==> src/rtl/aria_round_ctrl_if.sv <==
// aria_round_ctrl_if: host request/result handshake between register interface and ARIA round controller
interface aria_round_ctrl_if;
  logic start, keyinit, abort, out_rdy, out_vld, busy, done, err;
  logic [1:0] ksize;
  modport master(output start, keyinit, ksize, abort, out_rdy, input out_vld, busy, done, err);
  modport slave(input start, keyinit, ksize, abort, out_rdy, output out_vld, busy, done, err);
endinterface

==> src/rtl/aria_round_ctrl.sv <==
// aria_round_ctrl: sequences ARIA key-init steps and 12/14/16 data rounds off the round counter flags
module aria_round_ctrl (
  input  logic             clk,
  input  logic             rst,
  aria_round_ctrl_if.slave host,
  input  logic             flg_klast,
  input  logic             flg_rlast,
  input  logic             flg_ltinv,
  output logic [1:0]       st_ksize,
  output logic             nr_clr,
  output logic             nr_en,
  output logic             ld_in,
  output logic             key_en,
  output logic             rnd_en,
  output logic             sel_odd,
  output logic             sel_last
);
  localparam logic [2:0] IDLE = 3'd0, LOAD = 3'd1, KINIT = 3'd2, ROUND = 3'd3, OUT = 3'd4;
  logic [2:0] state, nxt;
  logic mode_key, act, acc;
  assign act = ~host.abort;
  assign acc = act & (state == IDLE) & host.start & (host.ksize != 2'b00);
  always_ff @(posedge clk) begin
    if (rst) begin
      state <= IDLE;
      st_ksize <= 2'b00;
      mode_key <= 1'b0;
    end else begin
      state <= nxt;
      if (acc) begin
        st_ksize <= host.ksize;
        mode_key <= host.keyinit;
      end
    end
  end
  always_comb begin
    nxt = host.abort ? IDLE :
          (state == IDLE)  ? (acc ? LOAD : IDLE) :
          (state == LOAD)  ? (mode_key ? KINIT : ROUND) :
          (state == KINIT) ? (flg_klast ? OUT : KINIT) :
          (state == ROUND) ? (flg_rlast ? OUT : ROUND) :
          (state == OUT)   ? (host.out_rdy ? IDLE : OUT) : IDLE;
  end
  always_comb begin
    nr_clr = host.abort | (state == IDLE) | (state == LOAD) |
             ((state == KINIT) & flg_klast) | ((state == ROUND) & flg_rlast);
    nr_en = act & (((state == KINIT) & ~flg_klast) | ((state == ROUND) & ~flg_rlast));
    ld_in = act & (state == LOAD);
    key_en = act & (state == KINIT);
    rnd_en = act & (state == ROUND);
    sel_odd = rnd_en & ~flg_ltinv;
    sel_last = rnd_en & flg_rlast;
    host.out_vld = act & (state == OUT);
    host.done = act & (state == OUT) & host.out_rdy;
    host.err = act & (state == IDLE) & host.start & (host.ksize == 2'b00);
    host.busy = state != IDLE;
  end
endmodule

==> src/flat_wrapper.sv <==
// flat-port wrapper written by rule: the top's interface ports become plain ports
module aria_round_ctrl_flat 
  (clk, rst, flg_klast, flg_rlast, flg_ltinv, st_ksize, nr_clr, nr_en, ld_in, key_en, rnd_en, sel_odd, sel_last, host_start, host_keyinit, host_ksize, host_abort, host_out_rdy, host_out_vld, host_busy, host_done, host_err);
  aria_round_ctrl_if host_i ();
  input  logic clk;
  input  logic rst;
  input  logic flg_klast;
  input  logic flg_rlast;
  input  logic flg_ltinv;
  output logic [1:0] st_ksize;
  output logic nr_clr;
  output logic nr_en;
  output logic ld_in;
  output logic key_en;
  output logic rnd_en;
  output logic sel_odd;
  output logic sel_last;
  input wire logic [$bits(host_i.start)-1:0] host_start;
  input wire logic [$bits(host_i.keyinit)-1:0] host_keyinit;
  input wire logic [$bits(host_i.ksize)-1:0] host_ksize;
  input wire logic [$bits(host_i.abort)-1:0] host_abort;
  input wire logic [$bits(host_i.out_rdy)-1:0] host_out_rdy;
  output wire logic [$bits(host_i.out_vld)-1:0] host_out_vld;
  output wire logic [$bits(host_i.busy)-1:0] host_busy;
  output wire logic [$bits(host_i.done)-1:0] host_done;
  output wire logic [$bits(host_i.err)-1:0] host_err;
  assign host_i.start = host_start;
  assign host_i.keyinit = host_keyinit;
  assign host_i.ksize = host_ksize;
  assign host_i.abort = host_abort;
  assign host_i.out_rdy = host_out_rdy;
  assign host_out_vld = host_i.out_vld;
  assign host_busy = host_i.busy;
  assign host_done = host_i.done;
  assign host_err = host_i.err;
  aria_round_ctrl u_core (.clk(clk), .rst(rst), .host(host_i), .flg_klast(flg_klast), .flg_rlast(flg_rlast), .flg_ltinv(flg_ltinv), .st_ksize(st_ksize), .nr_clr(nr_clr), .nr_en(nr_en), .ld_in(ld_in), .key_en(key_en), .rnd_en(rnd_en), .sel_odd(sel_odd), .sel_last(sel_last));
endmodule
==> config.mk <==
export PLATFORM = sky130hd
export DESIGN_NAME = aria_round_ctrl_flat
export DESIGN_NICKNAME = d
export VERILOG_FILES = /design/src/rtl/aria_round_ctrl_if.sv /design/src/rtl/aria_round_ctrl.sv /design/src/flat_wrapper.sv
export SDC_FILE = /design/constraint.sdc
export NUM_CORES = 1
export LEC_CHECK = 0
export ABC_CLOCK_PERIOD_IN_PS = 2500
export CORE_AREA = 2 2 39 41
export DETAILED_ROUTE_END_ITERATION = 10
export DIE_AREA = 0 0 41 43
export DONT_BUFFER_PORTS = 1
export PLACE_DENSITY = 0.45
export SYNTH_ARGS = -nofsm -noshare
export SYNTH_HDL_FRONTEND = slang
export SYNTH_SLANG_ARGS = --single-unit
==> constraint.sdc <==
create_clock -name clk -period 2.5 [get_ports clk]
set_input_delay 0.5 -clock clk [delete_from_list [all_inputs] [get_ports clk]]
set_output_delay 0.5 -clock clk [all_outputs]
set_load 0.01 [all_outputs]
== Yosys cells after proc, flatten, opt, wreduce, memory -nomap -nowiden ==
Index checks and enable logic that the tools add are counted.
Widths: inputs -> output; s select.

* Bits in registers: 6
* Input bits: 11
* Output and inout bits: 13
* Word-level logic and storage cells: 47

* Eq/ne operators: 4
* Mux-type cells: 10
* Bitwise logic cells: 25
* Reduce and logical (&&, ||, !) cells: 5

{| class="wikitable"
|+ Operators with widths
! cell !! count
|-
| $mux 3 || 8
|-
| $and 1x1->1 || 16
|-
| $eq 3x2->1 const B || 2
|-
| $or 1x1->1 || 5
|-
| $not 1->1 || 4
|-
| $eq 3x1->1 const B || 1
|-
| $eq 3x3->1 const B || 1
|-
| $logic_not 3->1 || 1
|-
| $reduce_bool 3->1 || 1
|-
| $logic_not 2->1 || 1
|-
| $mux 1 || 2
|-
| $reduce_bool 2->1 || 1
|-
| $reduce_or 2->1 || 1
|}

== Logic depth before layout (Yosys ltp) ==
Gate-level depths: netlist of the first run.

* Depth in word-level cells: 6
* Depth in mapped cells: 4
* Mapped depth without buffers: 3

== Least setup slack after synthesis of the first run ==
Ideal clock, no wire load.

* Path type: input -> output
* Start: in host_abort
* End: out sel_odd
* Data arrival time: 1.525 ns
* Path slack: 0.475 ns
* Stages on the path: 3
* Cell sequence: clkbuf_1 nor4b_1 nor2b_1

* Cells in the longest elaborated chain, start to end: 3

{| class="wikitable"
|+ RTL lines
! item !! RTL line !! RTL
|-
| start, declared || flat_wrapper.sv:21 || <nowiki>input wire logic [$bits(host_i.abort)-1:0] host_abort;</nowiki>
|-
| $not 1->1 || aria_round_ctrl.sv:21 || <nowiki>assign act = ~host.abort;</nowiki>
|-
| $and 1x1->1 || aria_round_ctrl.sv:50 || <nowiki>rnd_en = act & (state == ROUND);</nowiki>
|-
| net rnd_en || flat_wrapper.sv:15 || <nowiki>output logic rnd_en;</nowiki>
|-
| $and 1x1->1 || aria_round_ctrl.sv:51 || <nowiki>sel_odd = rnd_en & ~flg_ltinv;</nowiki>
|-
| end, declared || flat_wrapper.sv:16 || <nowiki>output logic sel_odd;</nowiki>
|}

The timed path passes the listed nets, and every way through them passes these cells.

== Final worst setup path of the first run ==
* Start: reg u_core.state[0]
* End: out sel_odd

* Cells in the longest elaborated chain, start to end: 3

{| class="wikitable"
|+ RTL lines
! item !! RTL line !! RTL
|-
| start, declared || aria_round_ctrl.sv:19 || <nowiki>logic [2:0] state, nxt;</nowiki>
|-
| start signal, assigned || aria_round_ctrl.sv:29 || <nowiki>state <= nxt;</nowiki>
|-
| $eq 3x2->1 || aria_round_ctrl.sv:50 ||
|-
| $and 1x1->1 || aria_round_ctrl.sv:50 ||
|-
| $and 1x1->1 || aria_round_ctrl.sv:51 ||
|}

Every way passes these cells.

==> results.json, run 1 <==
{
  "outcome": "finished clean",
  "path_max_fanout": 11,
  "netlist_area_um2": 422.9,
  "drc": 0,
  "rsz0062_at_grt": "false",
  "hold_path_class": "input port to register",
  "coreArea_um2": 1384,
  "dr.pass1.iters": 4,
  "cts.sinks": 6,
  "multi_input_area_um2": 270.3,
  "end_kind": "primary output",
  "internal_power_mw": 0.1624,
  "fin_ws_ps": 409.9,
  "tightest_slew_ps": 495.4,
  "synth-edff-count": 0,
  "swShare_pct": 20.66,
  "drv_cap": 0,
  "cts-htree-levels": 1,
  "via_count": 377,
  "synth_cells": 51,
  "combPwrFrac_pct": 8.6,
  "post-place-ws_ps": 661.2,
  "critPathArrivalTime_ps": 1590,
  "antenna_found_initial": 0,
  "grt_max_degree": 14,
  "synth_ff_type": "dfxtp_1",
  "die-area_um2": 1763,
  "drive_above_1_share_pct": 17.31,
  "grt_pass1_wl_mm": 1.455,
  "final_max_slew_viol_count": 0,
  "yosysSeqAreaShare_pct": 28.40,
  "ys_types": 32,
  "fill_cells": 151,
  "start_kind": "register",
  "critPathLaunch": "u_core.state[0]",
  "finalHoldViolCount": 0,
  "setup_viol": 0,
  "io_pins": 24,
  "hold_depth": 1,
  "timing.fmax_mhz": 478.4,
  "cts_setup_buffers": 0,
  "r2r-start": "u_core.state[2]",
  "grt_overflow": 0,
  "via_per_inst": 5.544,
  "gp_congestion": 0.6360,
  "die_w_um": 41,
  "dp.cells": 65,
  "die_h_um": 43,
  "synth-seq-cells": 6,
  "seqCellArea_um2": 120.1,
  "regToRegSetupSlack_ps": 1050,
  "drtIter0Drc": 2,
  "wl_um": 929,
  "cts_resized": 0,
  "p_leak_nw": 0.1639,
  "port_buffers": 0,
  "hp-start": "rst",
  "cts_tree": "done",
  "worstSkewPairLatency_ps": 230,
  "grt_pass1_vias": 340,
  "ys.warnings.count": 0,
  "cts_hold_buf": 0,
  "cts-root-buf": "clkbuf_4",
  "p_per_area_nw_per_um2": 449.4,
  "area_growth_pct": 7.692,
  "clockBufferDepth": 2,
  "avgSynthCellArea_um2": 8.292,
  "r2r_cells": 2,
  "peakVddDrop_mv": 0.2579,
  "post-route-min-period_ps": 2090,
  "critPathKind": "register to primary output",
  "clk_pin_slew_ps": 40,
  "clkPwrFrac_pct": 40.7,
  "wl_per_cell_um": 13.66,
  "finClkSkew_ps": 2.098,
  "period_share_pct": 83.60,
  "synthArstFlopShare_pct": 0,
  "nets": 65,
  "start_util_pct": 30.56,
  "synth_nets": 62,
  "rows": 14,
  "cts_made_buffers": 3,
  "switchingPower_mw": 0.04229,
  "seq_power_share_pct": 50.7,
  "drtAntennaViolNets": 0,
  "fin_cells": 68,
  "diodes": 0,
  "setup_tns_ps": 0,
  "worst_ep_required_time_ps": 2000,
  "place_hpwl_um": 696,
  "maxSlewHeadroom_pct": 66.67,
  "globalRouteTotalUtil_pct": 11.72
}
power by group through the flow:
stage	Combinational (mW)	Clock, mW	Sequential, mW
2_1_floorplan	0.0198	0	0.103
3_3_place_gp	0.0176	0	0.105
3_5_place_dp	0.0176	0	0.105
4_1_cts	0.0177	0.0889	0.104
5_1_grt	0.0194	0.0944	0.104
6_report	0.0176	0.0834	0.104
stage by stage:
stage / total power, mW / hold WS (ps) / util, % / cell area [um^2]
after floorplan: 0.1230 / 438.5 / - / 422.9
after global placement: 0.1230 / 453.5 / 31.28 / 432.9
after detailed placement: 0.1229 / 473.3 / 31.28 / 432.9
after CTS: 0.2104 / 321.6 / 32.91 / 455.4
after global routing: 0.2180 / 314.3 / 32.91 / 455.4
final: 0.2047 / 330.4 / 32.91 / 455.4
state kept, by name (all words and copies together), names as in the netlist:
| signal | count |
|---|---|
| u_core.state | 3 |
| u_core.st_ksize | 2 |
| u_core.mode_key | 1 |
cells in the mapped netlist (2+ instances only):
cell      count  area, um^2
a21oi_1       2       10.01
and2_1        2       12.51
buf_2         2       10.01
dfxtp_1       6       120.1
inv_1         2       7.510
mux2i_1       2       20.02
nand2_1       4       15.01
nand2b_1      2       12.51
nor2_1        2       7.510
nor2b_1       2       12.51
nor4_1        2       12.51
nor4b_1       2       17.52
o21ai_0       2       10.01
critical path, stage by stage, from the launching register on:
cell and delay [ps]:
dfxtp_1 520, inv_1 120, nor4b_1 310, buf_4 180
nor2b_1 220
metal layers:
| layer | wire length (um) | global-route usage [%] | up-vias |
|---|---|---|---|
| met1 | 422 | 17.05 | 171 |
| met3 | 76 | 5.236 | 0 |
| met5 | 0 | 0 | - |
| li1 | - | - | 192 |
| met4 | 0 | 0 | 0 |
| met2 | 430 | 16.88 | 14 |
worst paths after layout:
kind                        endpoint
setup / recovery             sel_odd
hold / removal    u_core.st_ksize[0]
setup reg to reg     u_core.state[2]
hold reg to reg      u_core.mode_key
area by class of cell:
class	count	share of cell area (%)
multi-input cells	39	59.34
flip-flops and latches	6	26.37
clock buffers	3	4.945
well taps	16	4.396
repair buffers	2	3.297
inverters	2	1.648
logic make-up (layout without fill, tap and decap cells):
group                  count (synthesis)  after routing  synth area share, %
DFF                                    6              6                28.40
muxes                                  2              2                4.734
AOI/OAI and AO/OA                      9              9                14.80
buffers and inverters                  6              7                7.692
and+or+nand+nor                       28             28                44.38
cell usage in the layout (no fill, tap or decap), types with 2 or more instances in the layout:
cell      synthesis  final
inv_1             2      2
clkbuf_4          0      3
nor4b_1           2      2
nand2b_1          2      2
nand2_1           4      4
nor2b_1           2      2
buf_4             0      2
nor4_1            2      2
nor2_1            2      2
mux2i_1           2      2
a21oi_1           2      2
o21ai_0           2      2
and2_1            2      2
dfxtp_1           6      6
(Power assumes the default switching activity.)
==> inputs of run 2 (changes only) <==
--- a/config.mk
+++ b/config.mk
@@ -5,12 +5,12 @@
 export SDC_FILE = /design/constraint.sdc
 export NUM_CORES = 1
 export LEC_CHECK = 0
-export ABC_CLOCK_PERIOD_IN_PS = 2500
+export ABC_CLOCK_PERIOD_IN_PS = 1900
 export CORE_AREA = 2 2 39 41
 export DETAILED_ROUTE_END_ITERATION = 10
 export DIE_AREA = 0 0 41 43
 export DONT_BUFFER_PORTS = 1
-export PLACE_DENSITY = 0.45
+export PLACE_DENSITY = 0.47
 export SYNTH_ARGS = -nofsm -noshare
 export SYNTH_HDL_FRONTEND = slang
 export SYNTH_SLANG_ARGS = --single-unit
==> constraint.sdc (replaced) <==
create_clock -name clk -period 1.9 [get_ports clk]
set_input_delay 0.38 -clock clk [delete_from_list [all_inputs] [get_ports clk]]
set_output_delay 0.38 -clock clk [all_outputs]
set_load 0.01 [all_outputs]
==> run 2 against run 1 <==
Global-route usage is 0.37 points higher. Die area stayed put. Design area is 3.6% higher. Via count is 1.3% higher. Worst hold slack worse by 130 ps. Largest cell class unchanged. Largest power group unchanged.
==> results.json, run 2 (synthesized netlist as in run 1, its figures left out) <==
{
  "grt_max_degree": 14,
  "path_max_fanout": 7,
  "io_pins": 24,
  "reg2reg_to": "u_core.state[2]",
  "timing.fmax_mhz": 567.5,
  "seqCellArea_um2": 122.6,
  "via_per_inst": 5.536,
  "r2r-start": "u_core.state[0]",
  "drive_above_1_share_pct": 24.53,
  "fin_util_pct": 34.09,
  "die_w_um": 41,
  "final_max_slew_viol_count": 0,
  "cts_hold_buf": 0,
  "rsz0062_at_grt": "false",
  "cts-htree-levels": 1,
  "largest-register": "u_core.state",
  "grt_overflow": 0,
  "total_power_mw": 0.2763,
  "die-area_um2": 1763,
  "grt_pass1_vias": 353,
  "final_cell_mix": "nand2_1, dfxtp_1, clkbuf_4, buf_4",
  "gp_congestion": 0.6205,
  "hold_depth": 1,
  "wl_um": 952,
  "worst_ep_required_time_ps": 1520,
  "cts_tree": "done",
  "nets": 66,
  "worstSkewPairLatency_ps": 240,
  "wl_per_cell_um": 13.80,
  "peakVddDrop_mv": 0.2731,
  "cts-root-buf": "clkbuf_4",
  "dr.pass1.iters": 4,
  "critPathArrivalTime_ps": 1380,
  "largest_reg_flops": 3,
  "post-route-min-period_ps": 1762,
  "end_kind": "primary output",
  "clk_pin_slew_ps": 50,
  "setup_tns_ps": 0,
  "critPathKind": "register to primary output",
  "critPathLaunch": "u_core.state[0]",
  "area_growth_pct": 11.54,
  "outcome": "finished clean",
  "diodes": 0,
  "cp-endpoint": "nr_clr",
  "grt_pass1_wl_mm": 1.373,
  "cts.sinks": 6,
  "hold_path_class": "input port to register",
  "setup_viol": 0,
  "clockBufferDepth": 2,
  "start_util_pct": 30.56,
  "reg_top3": "u_core.state: 3 flops, u_core.st_ksize: 2 flops, u_core.mode_key: 1 flops",
  "dp.cells": 66,
  "fin_cells": 69,
  "coreArea_um2": 1384,
  "multi_input_area_um2": 276.5,
  "drtAntennaViolNets": 0,
  "port_buffers": 0,
  "start_kind": "register",
  "r2r_cells": 3,
  "drc": 0,
  "maxSlewHeadroom_pct": 64.50,
  "rows": 14,
  "cts_resized": 0,
  "finalHoldViolCount": 0,
  "p_per_area_nw_per_um2": 585.8,
  "cts_setup_buffers": 0,
  "p_leak_nw": 0.1704,
  "globalRouteTotalUtil_pct": 12.08,
  "antenna_found_initial": 0,
  "place_hpwl_um": 677.7,
  "tightest_slew_ps": 527.6,
  "die_h_um": 43,
  "regToRegSetupSlack_ps": 420,
  "drtIter0Drc": 7,
  "drv_cap": 0,
  "finClkSkew_ps": 4.994,
  "fill_cells": 154,
  "via_count": 382,
  "period_share_pct": 92.74,
  "cts_made_buffers": 3
}
==> run 2: cell types whose count changed in the layout (fill, tap and decap cells not counted), sizes merged <==
cell	change
buf	+1
==> run 2: worst min path at each step <==
| stage | startpoint | endpoint | slack, ps |
|---|---|---|---|
| global placement | u_core.mode_key | u_core.mode_key | 450 |
| global route | rst | u_core.state[0] | 190 |
| CTS | rst | u_core.st_ksize[0] | 190 |
| detailed placement | rst | u_core.st_ksize[0] | 450 |
| finish | rst | u_core.st_ksize[0] | 200 |
| floorplan | u_core.mode_key | u_core.mode_key | 440 |
==> run 2: cell type report <==
cell class / count / share of cell area, %
Clock buffer: 3 / 4.775
Tap cell: 16 / 4.244
Sequential cell: 6 / 25.99
Inverter: 2 / 1.592
Multi-Input combinational cell: 39 / 58.62
Timing Repair Buffer: 3 / 4.775
==> run 2: per-stage QoR <==
| stage | instance area [um^2] | hold slack, ps | setup slack [ps] |
|---|---|---|---|
| after floorplan | 422.9 | 438.5 | 115.3 |
| after global placement | 440.4 | 447.8 | 325.8 |
| after detailed placement | 440.4 | 455.0 | 288.3 |
| after CTS | 462.9 | 188.2 | 14.41 |
| after global routing | 471.7 | 186.0 | 9.534 |
| final | 471.7 | 199.0 | 137.9 |
==> run 2: worst max-delay path, stage by stage (launching register included) <==
cell and delay [ps]:
dfxtp_2 380, buf_4 160, mux2i_1 210, a21oi_1 80, or2_2 320
==> run 2: power by group <==
group / total [mW] / switching [mW] / leakage, nW / internal [mW]
Combinational: 0.0249 / 0.0121 / 0.107 / 0.0128
Clock: 0.116 / 0.0444 / 0.0138 / 0.0713
Sequential: 0.136 / 0.00492 / 0.0497 / 0.131
Total: 0.276 / 0.0614 / 0.170 / 0.215
==> run 2: metal layers <==
layer	vias to the layer above	global-route usage [%]	wire (um)
li1	191	-	-
met1	173	14.94	393
met2	18	15.63	463
met3	0	4.712	95
met4	0	10.00	0
met5	-	0	0
